$ cat src/rtl/uart_pkg.sv
`default_nettype none
// uart_pkg: receiver FSM encoding, parity modes and baud divider helper.
// Revision 1.0
package uart_pkg;

  typedef logic [2:0] uart_state_t;

  localparam logic [2:0] ST_IDLE   = 3'd0;
  localparam logic [2:0] ST_START  = 3'd1;
  localparam logic [2:0] ST_DATA   = 3'd2;
  localparam logic [2:0] ST_PARITY = 3'd3;
  localparam logic [2:0] ST_STOP   = 3'd4;

  localparam int PAR_NONE = 0;
  localparam int PAR_ODD  = 1;
  localparam int PAR_EVEN = 2;

  // Clocks per oversample tick, rounded to nearest and never below one.
  function automatic int calc_div(input int clk_freq, input int baud, input int os);
    int den;
    int q;
    den = baud * os;
    q   = (clk_freq + den / 2) / den;
    return (q < 1) ? 1 : q;
  endfunction

endpackage
`default_nettype wire

$ cat src/rtl/uart_sync_fifo.sv
`default_nettype none
// uart_sync_fifo: single-clock show-ahead FIFO, head reads as zero when empty.
// Revision 1.0
module uart_sync_fifo #(
  parameter int WIDTH = 8,
  parameter int DEPTH = 16
) (
  input  logic                   clk_i,
  input  logic                   rst_ni,
  input  logic                   push_i,
  input  logic [WIDTH-1:0]       data_i,
  input  logic                   pop_i,
  output logic [WIDTH-1:0]       data_o,
  output logic                   full_o,
  output logic                   empty_o,
  output logic [$clog2(DEPTH):0] count_o
);

  localparam int AW = $clog2(DEPTH);
  localparam logic [AW:0] PTR_ONE = (AW+1)'(1);

  logic [WIDTH-1:0] mem_q [DEPTH];
  logic [AW:0]      wr_ptr_q, wr_ptr_d;
  logic [AW:0]      rd_ptr_q, rd_ptr_d;
  logic             do_push;
  logic             do_pop;

  assign empty_o = (wr_ptr_q == rd_ptr_q);
  assign full_o  = (wr_ptr_q[AW] != rd_ptr_q[AW]) &&
                   (wr_ptr_q[AW-1:0] == rd_ptr_q[AW-1:0]);
  assign count_o = wr_ptr_q - rd_ptr_q;
  assign data_o  = empty_o ? '0 : mem_q[rd_ptr_q[AW-1:0]];

  // A push into a full FIFO is accepted only when the head leaves on the same edge.
  assign do_pop  = pop_i && !empty_o;
  assign do_push = push_i && (!full_o || do_pop);

  always_comb begin
    wr_ptr_d = do_push ? wr_ptr_q + PTR_ONE : wr_ptr_q;
    rd_ptr_d = do_pop  ? rd_ptr_q + PTR_ONE : rd_ptr_q;
  end

  always_ff @(posedge clk_i) begin
    if (do_push) begin
      mem_q[wr_ptr_q[AW-1:0]] <= data_i;
    end
  end

  always_ff @(posedge clk_i) begin
    if (!rst_ni) begin
      wr_ptr_q <= '0;
      rd_ptr_q <= '0;
    end else begin
      wr_ptr_q <= wr_ptr_d;
      rd_ptr_q <= rd_ptr_d;
    end
  end

endmodule
`default_nettype wire

$ cat src/rtl/uart_rx_fifo.sv
`default_nettype none
// uart_rx_fifo: oversampling UART receiver feeding a show-ahead receive FIFO.
// Revision 1.0
module uart_rx_fifo
  import uart_pkg::*;
#(
  parameter int CLK_FREQ   = 100_000_000,
  parameter int BAUD_RATE  = 9600,
  parameter int OVERSAMPLE = 16,
  parameter int DATA_BITS  = 8,
  parameter int PARITY     = 0,
  parameter int STOP_BITS  = 1,
  parameter int FIFO_DEPTH = 16
) (
  input  logic                          I_sys_clk,
  input  logic                          I_rst,
  input  logic                          I_enable,
  input  logic                          I_rx_serial_data,
  input  logic                          I_rx_ready,
  output logic [DATA_BITS-1:0]          O_rx_data,
  output logic                          O_rx_valid,
  output logic [$clog2(FIFO_DEPTH):0]   O_fifo_count,
  output logic                          O_frame_err,
  output logic                          O_parity_err,
  output logic                          O_overrun,
  output logic                          O_break
);

  localparam int DIV    = calc_div(CLK_FREQ, BAUD_RATE, OVERSAMPLE);
  localparam int DIV_W  = (DIV > 1) ? $clog2(DIV) : 1;
  localparam int TICK_W = $clog2(OVERSAMPLE);

  localparam logic [DIV_W-1:0]  DIV_LAST  = DIV_W'(DIV - 1);
  localparam logic [DIV_W-1:0]  DIV_ONE   = DIV_W'(1);
  localparam logic [TICK_W-1:0] TICK_HALF = TICK_W'(OVERSAMPLE / 2 - 1);
  localparam logic [TICK_W-1:0] TICK_LAST = TICK_W'(OVERSAMPLE - 1);
  localparam logic [TICK_W-1:0] TICK_ONE  = TICK_W'(1);
  localparam logic [3:0]        BIT_LAST  = 4'(DATA_BITS - 1);
  localparam logic [3:0]        STOP_LAST = 4'(STOP_BITS - 1);

  logic                 sync1_q, sync2_q, prev_q;
  logic [DIV_W-1:0]     div_q, div_d;
  logic [TICK_W-1:0]    tick_cnt_q, tick_cnt_d;
  logic [3:0]           bit_cnt_q, bit_cnt_d;
  uart_state_t          state_q, state_d;
  logic [DATA_BITS-1:0] shift_q, shift_d;
  logic                 par_bit_q, par_bit_d;
  logic                 stop_bad_q, stop_bad_d;
  logic                 push_q, push_d;
  logic [DATA_BITS-1:0] push_data_q, push_data_d;
  logic                 frame_err_q, frame_err_d;
  logic                 parity_err_q, parity_err_d;
  logic                 break_q, break_d;
  logic                 overrun_q, overrun_d;

  logic tick, fall, sample_half, sample_full;
  logic exp_par, frame_bad, par_bad;
  logic fifo_full, fifo_empty, pop;

  assign tick        = (div_q == DIV_LAST);
  assign fall        = prev_q && !sync2_q;
  assign sample_half = tick && (tick_cnt_q == TICK_HALF);
  assign sample_full = tick && (tick_cnt_q == TICK_LAST);
  assign exp_par     = (PARITY == PAR_ODD) ? ~^shift_q : ^shift_q;
  assign frame_bad   = stop_bad_q || !sync2_q;
  assign par_bad     = (PARITY != PAR_NONE) && (par_bit_q != exp_par);
  assign pop         = I_rx_ready && !fifo_empty;

  always_comb begin
    state_d      = state_q;
    tick_cnt_d   = tick ? tick_cnt_q + TICK_ONE : tick_cnt_q;
    bit_cnt_d    = bit_cnt_q;
    shift_d      = shift_q;
    par_bit_d    = par_bit_q;
    stop_bad_d   = stop_bad_q;
    push_d       = 1'b0;
    push_data_d  = push_data_q;
    frame_err_d  = 1'b0;
    parity_err_d = 1'b0;
    break_d      = 1'b0;
    div_d        = tick ? '0 : div_q + DIV_ONE;

    case (state_q)
      ST_IDLE: begin
        tick_cnt_d = '0;
        bit_cnt_d  = '0;
        stop_bad_d = 1'b0;
        // Restart the prescaler so every sample lands a fixed delay after the edge.
        if (fall) begin
          state_d = ST_START;
          div_d   = '0;
        end
      end
      ST_START: begin
        if (sample_half) begin
          tick_cnt_d = '0;
          state_d    = sync2_q ? ST_IDLE : ST_DATA;
        end
      end
      ST_DATA: begin
        if (sample_full) begin
          tick_cnt_d = '0;
          shift_d    = {sync2_q, shift_q[DATA_BITS-1:1]};
          if (bit_cnt_q == BIT_LAST) begin
            bit_cnt_d = '0;
            state_d   = (PARITY != PAR_NONE) ? ST_PARITY : ST_STOP;
          end else begin
            bit_cnt_d = bit_cnt_q + 4'd1;
          end
        end
      end
      ST_PARITY: begin
        if (sample_full) begin
          tick_cnt_d = '0;
          par_bit_d  = sync2_q;
          state_d    = ST_STOP;
        end
      end
      ST_STOP: begin
        if (sample_full) begin
          tick_cnt_d = '0;
          if (bit_cnt_q == STOP_LAST) begin
            bit_cnt_d    = '0;
            state_d      = ST_IDLE;
            frame_err_d  = frame_bad;
            parity_err_d = par_bad;
            break_d      = frame_bad && (shift_q == '0) &&
                           ((PARITY == PAR_NONE) || !par_bit_q);
            push_d       = !frame_bad && !par_bad;
            push_data_d  = shift_q;
          end else begin
            stop_bad_d = stop_bad_q || !sync2_q;
            bit_cnt_d  = bit_cnt_q + 4'd1;
          end
        end
      end
      default: state_d = ST_IDLE;
    endcase

    if (!I_enable) begin
      state_d      = ST_IDLE;
      div_d        = '0;
      tick_cnt_d   = '0;
      bit_cnt_d    = '0;
      push_d       = 1'b0;
      frame_err_d  = 1'b0;
      parity_err_d = 1'b0;
      break_d      = 1'b0;
    end
  end

  // Overrun is flagged on the edge where the FIFO refuses the character.
  assign overrun_d = push_q && fifo_full && !pop;

  always_ff @(posedge I_sys_clk) begin
    if (!I_rst) begin
      sync1_q      <= 1'b1;
      sync2_q      <= 1'b1;
      prev_q       <= 1'b1;
      div_q        <= '0;
      tick_cnt_q   <= '0;
      bit_cnt_q    <= '0;
      state_q      <= ST_IDLE;
      shift_q      <= '0;
      par_bit_q    <= 1'b0;
      stop_bad_q   <= 1'b0;
      push_q       <= 1'b0;
      push_data_q  <= '0;
      frame_err_q  <= 1'b0;
      parity_err_q <= 1'b0;
      break_q      <= 1'b0;
      overrun_q    <= 1'b0;
    end else begin
      sync1_q      <= I_rx_serial_data;
      sync2_q      <= sync1_q;
      prev_q       <= sync2_q;
      div_q        <= div_d;
      tick_cnt_q   <= tick_cnt_d;
      bit_cnt_q    <= bit_cnt_d;
      state_q      <= state_d;
      shift_q      <= shift_d;
      par_bit_q    <= par_bit_d;
      stop_bad_q   <= stop_bad_d;
      push_q       <= push_d;
      push_data_q  <= push_data_d;
      frame_err_q  <= frame_err_d;
      parity_err_q <= parity_err_d;
      break_q      <= break_d;
      overrun_q    <= overrun_d;
    end
  end

  uart_sync_fifo #(
    .WIDTH (DATA_BITS),
    .DEPTH (FIFO_DEPTH)
  ) u_fifo (
    .clk_i   (I_sys_clk),
    .rst_ni  (I_rst),
    .push_i  (push_q),
    .data_i  (push_data_q),
    .pop_i   (pop),
    .data_o  (O_rx_data),
    .full_o  (fifo_full),
    .empty_o (fifo_empty),
    .count_o (O_fifo_count)
  );

  assign O_rx_valid   = !fifo_empty;
  assign O_frame_err  = frame_err_q;
  assign O_parity_err = parity_err_q;
  assign O_overrun    = overrun_q;
  assign O_break      = break_q;

endmodule
`default_nettype wire

$ cat config.mk
export PLATFORM = sky130hd
export DESIGN_NAME = uart_rx_fifo
export DESIGN_NICKNAME = d
export VERILOG_FILES = /design/src/rtl/uart_pkg.sv /design/src/rtl/uart_sync_fifo.sv /design/src/rtl/uart_rx_fifo.sv
export SDC_FILE = /design/constraint.sdc
export NUM_CORES = 1
export LEC_CHECK = 0
export ABC_AREA = 1
export BUFFER_PORTS_ARGS = -buffer_cell sky130_fd_sc_hd__buf_2
export CAP_MARGIN = 20
export CELL_PAD_IN_SITES_DETAIL_PLACEMENT = 0
export CELL_PAD_IN_SITES_GLOBAL_PLACEMENT = 1
export CORE_MARGIN = 2
export CORE_UTILIZATION = 47
export CTS_BUF_LIST = sky130_fd_sc_hd__clkbuf_8
export CTS_CLUSTER_SIZE = 16
export DETAILED_ROUTE_END_ITERATION = 10
export HOLD_SLACK_MARGIN = 0.05
export PLACE_DENSITY_LB_ADDON = 0.1
export SETUP_SLACK_MARGIN = 0.1
export SYNTH_ARGS = -nofsm -noshare
export SYNTH_HDL_FRONTEND = slang
export SYNTH_SLANG_ARGS = --single-unit
$ cat constraint.sdc
create_clock -name I_sys_clk -period 2 [get_ports I_sys_clk]
set_input_delay 0.3 -clock I_sys_clk [delete_from_list [all_inputs] [get_ports I_sys_clk]]
set_output_delay 0.3 -clock I_sys_clk [all_outputs]
set_load 0.02 [all_outputs]
==> qor.csv <==
metric,value,unit
fmax,0.423,GHz
fin. max-slew vios,0,
endpoints failing setup,20,
# fillers,1359,
clock buffer count from CTS,17,
I/O pins,23,
Syn Area/Cell,10.9,µm²
r2r endpoint,u_fifo.rd_ptr_q[4]$_SDFFE_PN0N_,
Async SR Flop Fraction,0,%
Die Width,133,µm
diodes inserted,0,
Worst Path Max Fanout,5,
maximum vdd ir drop,0.430,mV
Clock transition at path regs,90,ps
wire per inst,19.4,µm
WHS Endpoint,bit_cnt_q[1]$_SDFFE_PN0P_,
crit path capture type,output pin,
post-DR vias/cell,5.49,
max-cap violations,0,
status,"finished, violations left",
Worst Hold Slack,230,ps
crit path time final,2360,ps
placed cell areas,0.00856,mm²
CTS H-Tree Depth,4,
flop2flop setup slack,-140,ps
Static Leakage,3.66,nW
Routed Antenna Nets,0,
"Top FF cell, synth",edfxtp_1,
Row Count,47,
unrepaired setup endpoints after global routing,true,
fin crit share,118,%
CTS tree,built,
core area,0.0165,mm²
Die Footprint,0.0177,mm²
failing checks,negative setup slack,
CP Launch Type,register,
Starting Density,47.6,%
drt first-iter violations,509,
WP data arrival,2060,ps
Via Count,5653,
Worst Hold Depth,3,
Worst R2R Path Depth,14,
"EDFF count, synth",128,
number of synthesized register bits,187,
share of cells above drive strength 1,28.6,%
Synth-to-Final Area Change,26.6,%
Hold Path Class,primary input to register,
DP Wirelength,12500,µm
Crit Reg-Reg Startpoint,u_fifo.wr_ptr_q[0]$_SDFFE_PN0P_,
Synthesis Warnings,0,
Residual DRC,0,
skew final,7.81,ps
power per cell area,760,mW/mm²
post-route cell area,0.00992,mm²
Pwr Total,7.53,mW
post-synthesis sequential area ratio,64.1,%
Mapped Area,0.00784,mm²
maximum clock path buffer count,2,
clock sinks,187,
Hold Fails Final Rpt,0,
first-pass GRT wire length,30500,µm
vias in the first global route,5549,
initial antenna violation count,0,
Final WS setup,-361,ps
synthesized instance count,722,
final net count,817,
total grt overflow,0,
post-placement cell count,969,
# port buffers,21,
"worst slack, placed",32.7,ps
drt pass-1 iters,5,
final cell count without fillers,1030,
Worst Hold Launch,I_enable,
Clock Latency Late Sink,460,ps
chip height,133,µm
pin count of the biggest net entering global routing,33,
routability cong.,0.823,
root buf cell,clkbuf_8,
Worst EP required,1700,ps
Synth Net Count,742,
GRT Util Overall,23.0,%
Total Wirelength,20000,µm
CP Class,register to output pin,
synth unique cells,45,
-- where the power goes --
part           switching, mW  internal (mW)
Sequential            0.0162           4.09
Clock                   1.37           1.36
Combinational          0.381          0.316
-- area by class of cell --
class	instances	area [µm²]	share of cell area, %
clock buffers	17	234	2.36
clock inverters	15	198	1.99
flip-flops and latches	187	5040	50.8
repair buffers	84	952	9.60
inverters	59	240	2.42
multi-input cells	448	2980	30.1
well taps	220	275	2.78
-- flip-flops by register name (all words and copies together) (netlist names), 3 cells and up, named ones only --
register	count
u_fifo.rd_ptr_q	5
bit_cnt_q	4
u_fifo.mem_q	128
u_fifo.wr_ptr_q	5
state_q	3
push_data_q	8
div_q	10
shift_q	8
tick_cnt_q	4
-- cell families (layout without fill, tap and decap cells) --
logic type               count (synthesis)  count (layout)  synth area share [%]
AO/OA/AOI/OAI                          180             180                  13.0
XOR/XNOR                                10              10                  1.12
adder cells (fa/ha/maj)                 15              15                  2.49
buffers and inverters                   88             175                  4.60
flip-flops                             187             187                  64.1
multiplexers                             1               1                 0.128
other                                    1               1                0.0479
AND/OR/NAND/NOR                        240             241                  14.5
-- routing by layer --
layer	global-route usage, %	vias up	wire length [µm]
li1	-	2709	-
met1	31.7	2767	9270
met2	36.5	146	9430
met3	4.53	31	904
met4	8.16	0	356
met5	0	-	0
-- cell usage in the layout (no fill, tap or decap), types with 3 or more instances in the layout --
| cell | Yosys | routed |
|---|---|---|
| xor2_1 | 7 | 7 |
| nor3_1 | 6 | 6 |
| nor2_4 | 5 | 27 |
| inv_2 | 5 | 7 |
| o22ai_1 | 8 | 6 |
| o21ai_2 | 2 | 7 |
| o221ai_1 | 24 | 13 |
| ha_1 | 14 | 9 |
| buf_4 | 1 | 41 |
| dfxtp_1 | 59 | 51 |
| nand2_2 | 3 | 6 |
| edfxtp_1 | 128 | 128 |
| or2_2 | 2 | 3 |
| o21ai_1 | 9 | 16 |
| inv_1 | 54 | 48 |
| ha_4 | 0 | 4 |
| o221ai_2 | 0 | 11 |
| clkbuf_8 | 0 | 17 |
| dfxtp_2 | 0 | 7 |
| nor3b_1 | 3 | 3 |
| buf_8 | 1 | 3 |
| buf_2 | 6 | 8 |
| and3_1 | 3 | 3 |
| nand2_1 | 49 | 43 |
| inv_6 | 0 | 5 |
| nand3_2 | 3 | 6 |
| a21oi_2 | 2 | 9 |
| nand4_1 | 3 | 3 |
| buf_16 | 0 | 4 |
| clkinv_4 | 0 | 3 |
| a21oi_1 | 43 | 30 |
| buf_6 | 1 | 13 |
| bufinv_16 | 0 | 4 |
| buf_12 | 0 | 13 |
| nor4_1 | 4 | 4 |
| a21oi_4 | 0 | 6 |
| nor2_1 | 122 | 103 |
| o21ai_0 | 90 | 76 |
| nand3_1 | 26 | 21 |
-- Yosys cell counts, types with 2 or more instances --
cell type	count	area, µm²
edfxtp_1	128	3840
nor2_1	122	458
o21ai_0	90	450
dfxtp_1	59	1180
inv_1	54	203
nand2_1	49	184
a21oi_1	43	215
nand3_1	26	130
o221ai_1	24	210
clkbuf_1	17	63.8
ha_1	14	175
o21ai_1	9	45.0
o22ai_1	8	50.1
xor2_1	7	61.3
buf_2	6	30.0
nor3_1	6	30.0
inv_2	5	18.8
nor2_4	5	56.3
nor2_2	4	25.0
nor4_1	4	25.0
and3_1	3	18.8
buf_1	3	11.3
nand2_2	3	18.8
nand3_2	3	30.0
nand4_1	3	18.8
nor3b_1	3	22.5
xnor2_1	3	26.3
a21oi_2	2	17.5
o21ai_2	2	17.5
or2_2	2	12.5
-- worst max-delay path by stage --
stage | cells past startpoint | to | start
after floorplan | 6 | u_fifo.mem_q[4][0]$_DFFE_PP_ | u_fifo.wr_ptr_q[3]$_SDFFE_PN0P_
after global placement | 10 | u_fifo.rd_ptr_q[1]$_SDFFE_PN0N_ | u_fifo.rd_ptr_q[2]$_SDFFE_PN0N_
after detailed placement | 7 | u_fifo.mem_q[0][1]$_DFFE_PP_ | u_fifo.rd_ptr_q[1]$_SDFFE_PN0N_
after CTS | 9 | O_rx_data[2] | u_fifo.rd_ptr_q[1]$_SDFFE_PN0N_
after global routing | 9 | O_rx_data[2] | u_fifo.rd_ptr_q[1]$_SDFFE_PN0N_
final | 9 | O_rx_data[2] | u_fifo.rd_ptr_q[3]$_SDFFE_PN0N_
-- through the flow --
| stage | TNS, ps | utilization (%) |
|---|---|---|
| final | -3910 | 60.2 |
| after global routing | -5600 | 60.2 |
| after CTS | -3200 | 57.9 |
| after detailed placement | 0 | 52.0 |
| after global placement | 0 | 52.0 |
| after floorplan | 0 | - |
-- worst max-delay path, cell delays in order, from the launching register on --
cell	delay, ps
dfxtp_1	350
inv_2	60
ha_4	260
nand4_1	150
buf_4	190
nor2_4	140
buf_6	120
buf_12	130
a21oi_4	30
buf_4	160
-- what timing repair did --
action	CTS	global route
endpoints found under the hold margin	1	0
gates resized for setup	79	66
pin swaps	25	39
endpoints found under the setup margin	135	58
cloned	5	1
setup buffers	9	13
hold buffers	1	0
Power figures use the tool's default switching activity.
